## config.mk

```make
export PLATFORM = sky130hd
export DESIGN_NAME = bcd_tick_counter
export DESIGN_NICKNAME = d
export VERILOG_FILES = /design/src/rtl/bcd_counter_pkg.sv /design/src/rtl/seg7.sv /design/src/rtl/bcd_tick_counter.sv
export SDC_FILE = /design/constraint.sdc
export NUM_CORES = 1
export LEC_CHECK = 0
export ABC_CLOCK_PERIOD_IN_PS = 7000
export CORE_MARGIN = 3
export CORE_UTILIZATION = 50
export CTS_CLUSTER_DIAMETER = 120
export DETAILED_ROUTE_END_ITERATION = 7
export PLACE_DENSITY = 0.74
export SLEW_MARGIN = 20
export SYNTH_ARGS = -nofsm -noshare
export SYNTH_HDL_FRONTEND = slang
export SYNTH_HIERARCHICAL = 1
export SYNTH_SLANG_ARGS = --single-unit
```

## constraint.sdc

```tcl
create_clock -name clk -period 7 [get_ports clk]
set_clock_uncertainty 0.2 [all_clocks]
set_input_delay 1.4 -clock clk [delete_from_list [all_inputs] [get_ports clk]]
set_output_delay 1.4 -clock clk [all_outputs]
set_load 0.02 [all_outputs]
```

## src/rtl/bcd_counter_pkg.sv

```systemverilog
// Shared constants and types for the prescaled BCD counter and its display decode.
package bcd_counter_pkg;

  typedef logic [3:0] bcd_t;

  localparam bcd_t DIGIT_MAX = 4'd9;
  localparam bcd_t DIGIT_MIN = 4'd0;

  // gfedcba, active-high
  localparam logic [6:0] SEG_0     = 7'b0111111;
  localparam logic [6:0] SEG_1     = 7'b0000110;
  localparam logic [6:0] SEG_2     = 7'b1011011;
  localparam logic [6:0] SEG_3     = 7'b1001111;
  localparam logic [6:0] SEG_4     = 7'b1100110;
  localparam logic [6:0] SEG_5     = 7'b1101101;
  localparam logic [6:0] SEG_6     = 7'b1111101;
  localparam logic [6:0] SEG_7     = 7'b0000111;
  localparam logic [6:0] SEG_8     = 7'b1111111;
  localparam logic [6:0] SEG_9     = 7'b1101111;
  localparam logic [6:0] SEG_BLANK = 7'b0000000;

  function automatic logic [6:0] seg_encode(input bcd_t d);
    case (d)
      4'd0:    return SEG_0;
      4'd1:    return SEG_1;
      4'd2:    return SEG_2;
      4'd3:    return SEG_3;
      4'd4:    return SEG_4;
      4'd5:    return SEG_5;
      4'd6:    return SEG_6;
      4'd7:    return SEG_7;
      4'd8:    return SEG_8;
      4'd9:    return SEG_9;
      default: return SEG_BLANK;
    endcase
  endfunction

endpackage

```

## src/rtl/seg7.sv

```systemverilog
// BCD digit to gfedcba 7-segment pattern; non-BCD codes show blank.
module seg7
  import bcd_counter_pkg::*;
(
  input  bcd_t       digit,
  output logic [6:0] segments
);

  assign segments = seg_encode(digit);

endmodule

```

## src/rtl/bcd_tick_counter.sv

```systemverilog
// Prescaled multi-digit BCD up/down counter with wrap flag and a
// time-multiplexed 7-segment scan output.
module bcd_tick_counter
  import bcd_counter_pkg::*;
#(
  parameter int                    NUM_DIGITS = 4,
  parameter int                    TICK_WIDTH = 24,
  parameter logic [TICK_WIDTH-1:0] MAX_COUNT  = TICK_WIDTH'(24'd10_000_000),
  parameter int                    SCAN_DIV   = 10_000
) (
  input  logic                    clk,
  input  logic                    rst_n,
  input  logic                    en,
  input  logic                    clear,
  input  logic                    down,
  input  logic [TICK_WIDTH-1:0]   prescale_cmp,
  output logic [NUM_DIGITS*4-1:0] count_bcd,
  output logic                    tick,
  output logic                    wrap,
  output logic [6:0]              segments,
  output logic [NUM_DIGITS-1:0]   digit_sel
);

  localparam int SCAN_W = (SCAN_DIV > 1) ? $clog2(SCAN_DIV) : 1;
  localparam logic [SCAN_W-1:0] SCAN_LAST = SCAN_W'(SCAN_DIV - 1);

  logic [TICK_WIDTH-1:0]   cmp;
  logic [TICK_WIDTH-1:0]   pre_cnt;
  logic                    step;
  logic [NUM_DIGITS*4-1:0] count_q;
  logic [NUM_DIGITS*4-1:0] count_next;
  logic [NUM_DIGITS-1:0]   at_limit;
  logic [NUM_DIGITS-1:0]   carry_in;
  logic                    wrap_next;

  assign cmp  = (prescale_cmp == '0) ? MAX_COUNT : prescale_cmp;
  // >= rather than == so lowering cmp below pre_cnt steps at once
  assign step = en && (pre_cnt >= cmp);

  // Carry/borrow into digit g is the AND of all lower digits being at their limit.
  for (genvar g = 0; g < NUM_DIGITS; g++) begin : g_digit
    bcd_t cur;
    assign cur         = count_q[4*g +: 4];
    assign at_limit[g] = down ? (cur == DIGIT_MIN) : (cur == DIGIT_MAX);

    if (g == 0) begin : g_lsd
      assign carry_in[g] = 1'b1;
    end else begin : g_upper
      assign carry_in[g] = &at_limit[g-1:0];
    end

    always_comb begin
      count_next[4*g +: 4] = cur;
      if (carry_in[g]) begin
        if (at_limit[g]) count_next[4*g +: 4] = down ? DIGIT_MAX : DIGIT_MIN;
        else             count_next[4*g +: 4] = down ? (cur - 4'd1) : (cur + 4'd1);
      end
    end
  end

  assign wrap_next = &at_limit;

  always_ff @(posedge clk) begin
    if (!rst_n) begin
      pre_cnt <= '0;
      count_q <= '0;
      tick    <= 1'b0;
      wrap    <= 1'b0;
    end else if (clear) begin
      pre_cnt <= '0;
      count_q <= '0;
      tick    <= 1'b0;
      wrap    <= 1'b0;
    end else begin
      tick <= 1'b0;
      wrap <= 1'b0;
      if (step) begin
        pre_cnt <= '0;
        count_q <= count_next;
        tick    <= 1'b1;
        wrap    <= wrap_next;
      end else if (en) begin
        pre_cnt <= pre_cnt + TICK_WIDTH'(1);
      end
    end
  end

  assign count_bcd = count_q;

  // Display scan runs independently of en/clear.
  logic [SCAN_W-1:0]     scan_cnt;
  logic [NUM_DIGITS-1:0] sel_rot;
  bcd_t                  scan_digit;

  always_comb begin
    sel_rot = '0;
    for (int i = 0; i < NUM_DIGITS; i++) sel_rot[(i + 1) % NUM_DIGITS] = digit_sel[i];
  end

  always_ff @(posedge clk) begin
    if (!rst_n) begin
      scan_cnt  <= '0;
      digit_sel <= NUM_DIGITS'(1);
    end else if (scan_cnt == SCAN_LAST) begin
      scan_cnt  <= '0;
      digit_sel <= sel_rot;
    end else begin
      scan_cnt  <= scan_cnt + SCAN_W'(1);
    end
  end

  always_comb begin
    scan_digit = '0;
    for (int i = 0; i < NUM_DIGITS; i++) begin
      if (digit_sel[i]) scan_digit = scan_digit | count_q[4*i +: 4];
    end
  end

  seg7 u_seg7 (
    .digit    (scan_digit),
    .segments (segments)
  );

endmodule

```

==> metrics.txt <==
post-DP HPWL=7730 um; antenna violations before repair=0; Post-CTS Resized=0; Yosys reg bits=60; crit end category=register; Final Cycle Share=0.696; Net Sw Power=0.000180 W; Hold WC Path Type=register to register; Internal=roughly 0.00057 W; largest family of logic cells by synthesized area=simple AND/OR/NAND/NOR gates; asr flop ratio synth=0; CP required=7.07 ns; Syn Area/Cell=8.34 sq um; Port Buffers=57; Overflow after GRT=0; outcome=complete, no violations; top post-synthesis cells by area=dfxtp_1, ha_1, nand2_1; CORE AREA=around 8000 sq um; Register Area=1200 sq um; clock root buffer=clkbuf_8; total CTS buffers=9; PD cells=149 nW/um^2; WL/cell=roughly 15 um; minimum clock period=4.87 ns; post-CTS setup buffer count=0; first-pass detailed-route iteration total=4; commonest non-fill, non-tap cell in the layout=dfxtp_1; n_diodes=0; crit path DAT=between 4 and 5 ns; Synth Area in Adders=0.137; initial core utilization=0.530; Leak Pwr=2.03 nW; sequential power share=0.456; maximum vdd drop=104 uV; Syn Inst Count=507; layout cells sized above 1=0.0619; synth unique cells=58; Filler Cells Inserted=693; Hold WS=about 0.25 ns; Fin Setup TNS=0 ns; Total GRT Usage=0.217; Clock Path Buffers=2; first-pass GRT wire length=17400 um; Worst-path clk slew=roughly 0.080 ns; Final Hold Vio Count=0; CTS tree=built; area grow syn2layout=19.9%; Synth Net Count=580; Multi-input gate area=2790 sq um; Die ar.=9590 sq um; number of global-route vias before repair=3611; Synth top area share=0.284; RD Place Congestion=0.853; Yosys warnings=6; CTS Sinks=60; Post-DRT Antenna Nets=0; Sw Ratio=0.239; Critical Path Fanout Max=18; nets=633; post-synthesis sequential area ratio=0.284; number of DRC markers in iteration 0=221; crit path launch type=input pin; Post-route DRC=0; maximum clock rate=approximately 0.21 GHz; Via density=5.79; commonest non-fill, non-tap cells in the layout=dfxtp_1, clkdlybuf4s50_1, nand2_1; largest net degree at the start of global routing=29; xor-xnor portion of the synthesized cell area=0.0684; clk_lat worst skew=0.33 ns; Die W=between 90 and 100 um; cell accounting for the most synthesized area=dfxtp_1; Post-Synthesis Cell Area=about 4200 sq um; Top FF cell, synth=dfxtp_1; Slew HR=0.483; IO Pins=58; mux contribution to synthesized area=0.0474; Max Cap Viol=0; Clock power frac=0.460; setup violators final=0; via count=between 3000 and 4000; Slew Limit Fails=0; hold buffers post-CTS=0; Post-synth EDFFs=0; Die Ht=around 100 um; simple-gate share of the synthesized area=0.251; RSZ-0062 raised after global routing=false; worst slew pin tran=around 0.77 ns; Logic pwr share=0.083; Post-Route WL=10300 um; Rows=32; CTS H-Tree Depth=3; Synth Area in Compound Gates=0.155; WS Path Type=input pin to register
## per-stage QoR
step	area, sq um	power (W)	setup slack, ns	utilization	instances
floorplan	4230	0.000389	2.92	-	507
global placement	4840	0.000413	1.76	0.608	651
detailed placement	4840	0.000415	1.73	0.608	651
CTS	5070	0.000760	2.08	0.636	667
global route	5070	0.000787	1.78	0.636	667
finish	5070	0.000754	2.13	0.636	667
## final timing paths
check | end | slack, ns | startpoint | cells past startpoint
worst max-delay path | count_bcd[0]$_SDFFE_PP0N_ | 2.13 | prescale_cmp[0] | 12
worst min-delay path | scan_cnt[0]$_SDFF_PP0_ | 0.25 | scan_cnt[0]$_SDFF_PP0_ | 1
worst max register to register | count_bcd[1]$_SDFFE_PP0N_ | 4.31 | pre_cnt[0]$_SDFFE_PP0P_ | 8
worst min register to register | scan_cnt[0]$_SDFF_PP0_ | 0.25 | scan_cnt[0]$_SDFF_PP0_ | 1
## cells by family after synthesis
family	Yosys count
buffers and inverters	54
DFF	60
muxes	20
and+or+nand+nor	207
AOI/OAI and AO/OA	89
adders and majority gates	44
xor gates and xnor gates	33
## registers in the layout (all words and copies together) (netlist names)
name / flops
tick: 1
digit_sel: 4
wrap: 1
pre_cnt: 24
count_bcd: 16
scan_cnt: 14
## power by group through the flow
stage	Sequential (W)	Clock [W]	Combinational, W
6_report	0.000344	0.000347	0.0000626
5_1_grt	0.000345	0.000373	0.0000695
4_1_cts	0.000344	0.000353	0.0000628
3_5_place_dp	0.000352	0	0.0000623
3_3_place_gp	0.000352	0	0.0000606
2_1_floorplan	0.000352	0	0.0000367
## worst max-delay path, stage by stage
cell and delay [ns]:
clkdlybuf4s50_1 0.43, nor4_1 0.51, nand4_1 0.15, nor2_1 0.42
nor2_1 0.10, ha_1 0.31, nand4_2 0.14, nor3_2 0.25
nand3_2 0.10, o211a_4 0.28, a21boi_2 0.61, mux2i_1 0.24
## layer usage
layer	vias to the layer above	wire, um	track usage
met3	10	497	0.0507
met1	1840	4810	0.290
met4	0	99	0.0575
li1	1923	-	-
met2	88	4890	0.353
met5	-	0	0
## cells in the mapped netlist (13+ instances only)
cell	instances
dfxtp_1	60
nand2_1	54
a21oi_1	22
nand3_1	17
xnor2_1	18
inv_1	37
mux2i_1	20
xor2_1	15
nand4_1	13
and3_1	14
nor3_1	26
nor2_1	37
ha_1	40
## area by class of cell
class / instances / area share
Inverter: 37 / 0.0274
Multi-Input combinational cell: 393 / 0.551
Clock buffer: 9 / 0.0245
Tap cell: 102 / 0.0252
Sequential cell: 60 / 0.237
Clock inverter: 7 / 0.0195
Timing Repair Buffer: 59 / 0.116
(Power assumes the default switching activity.)
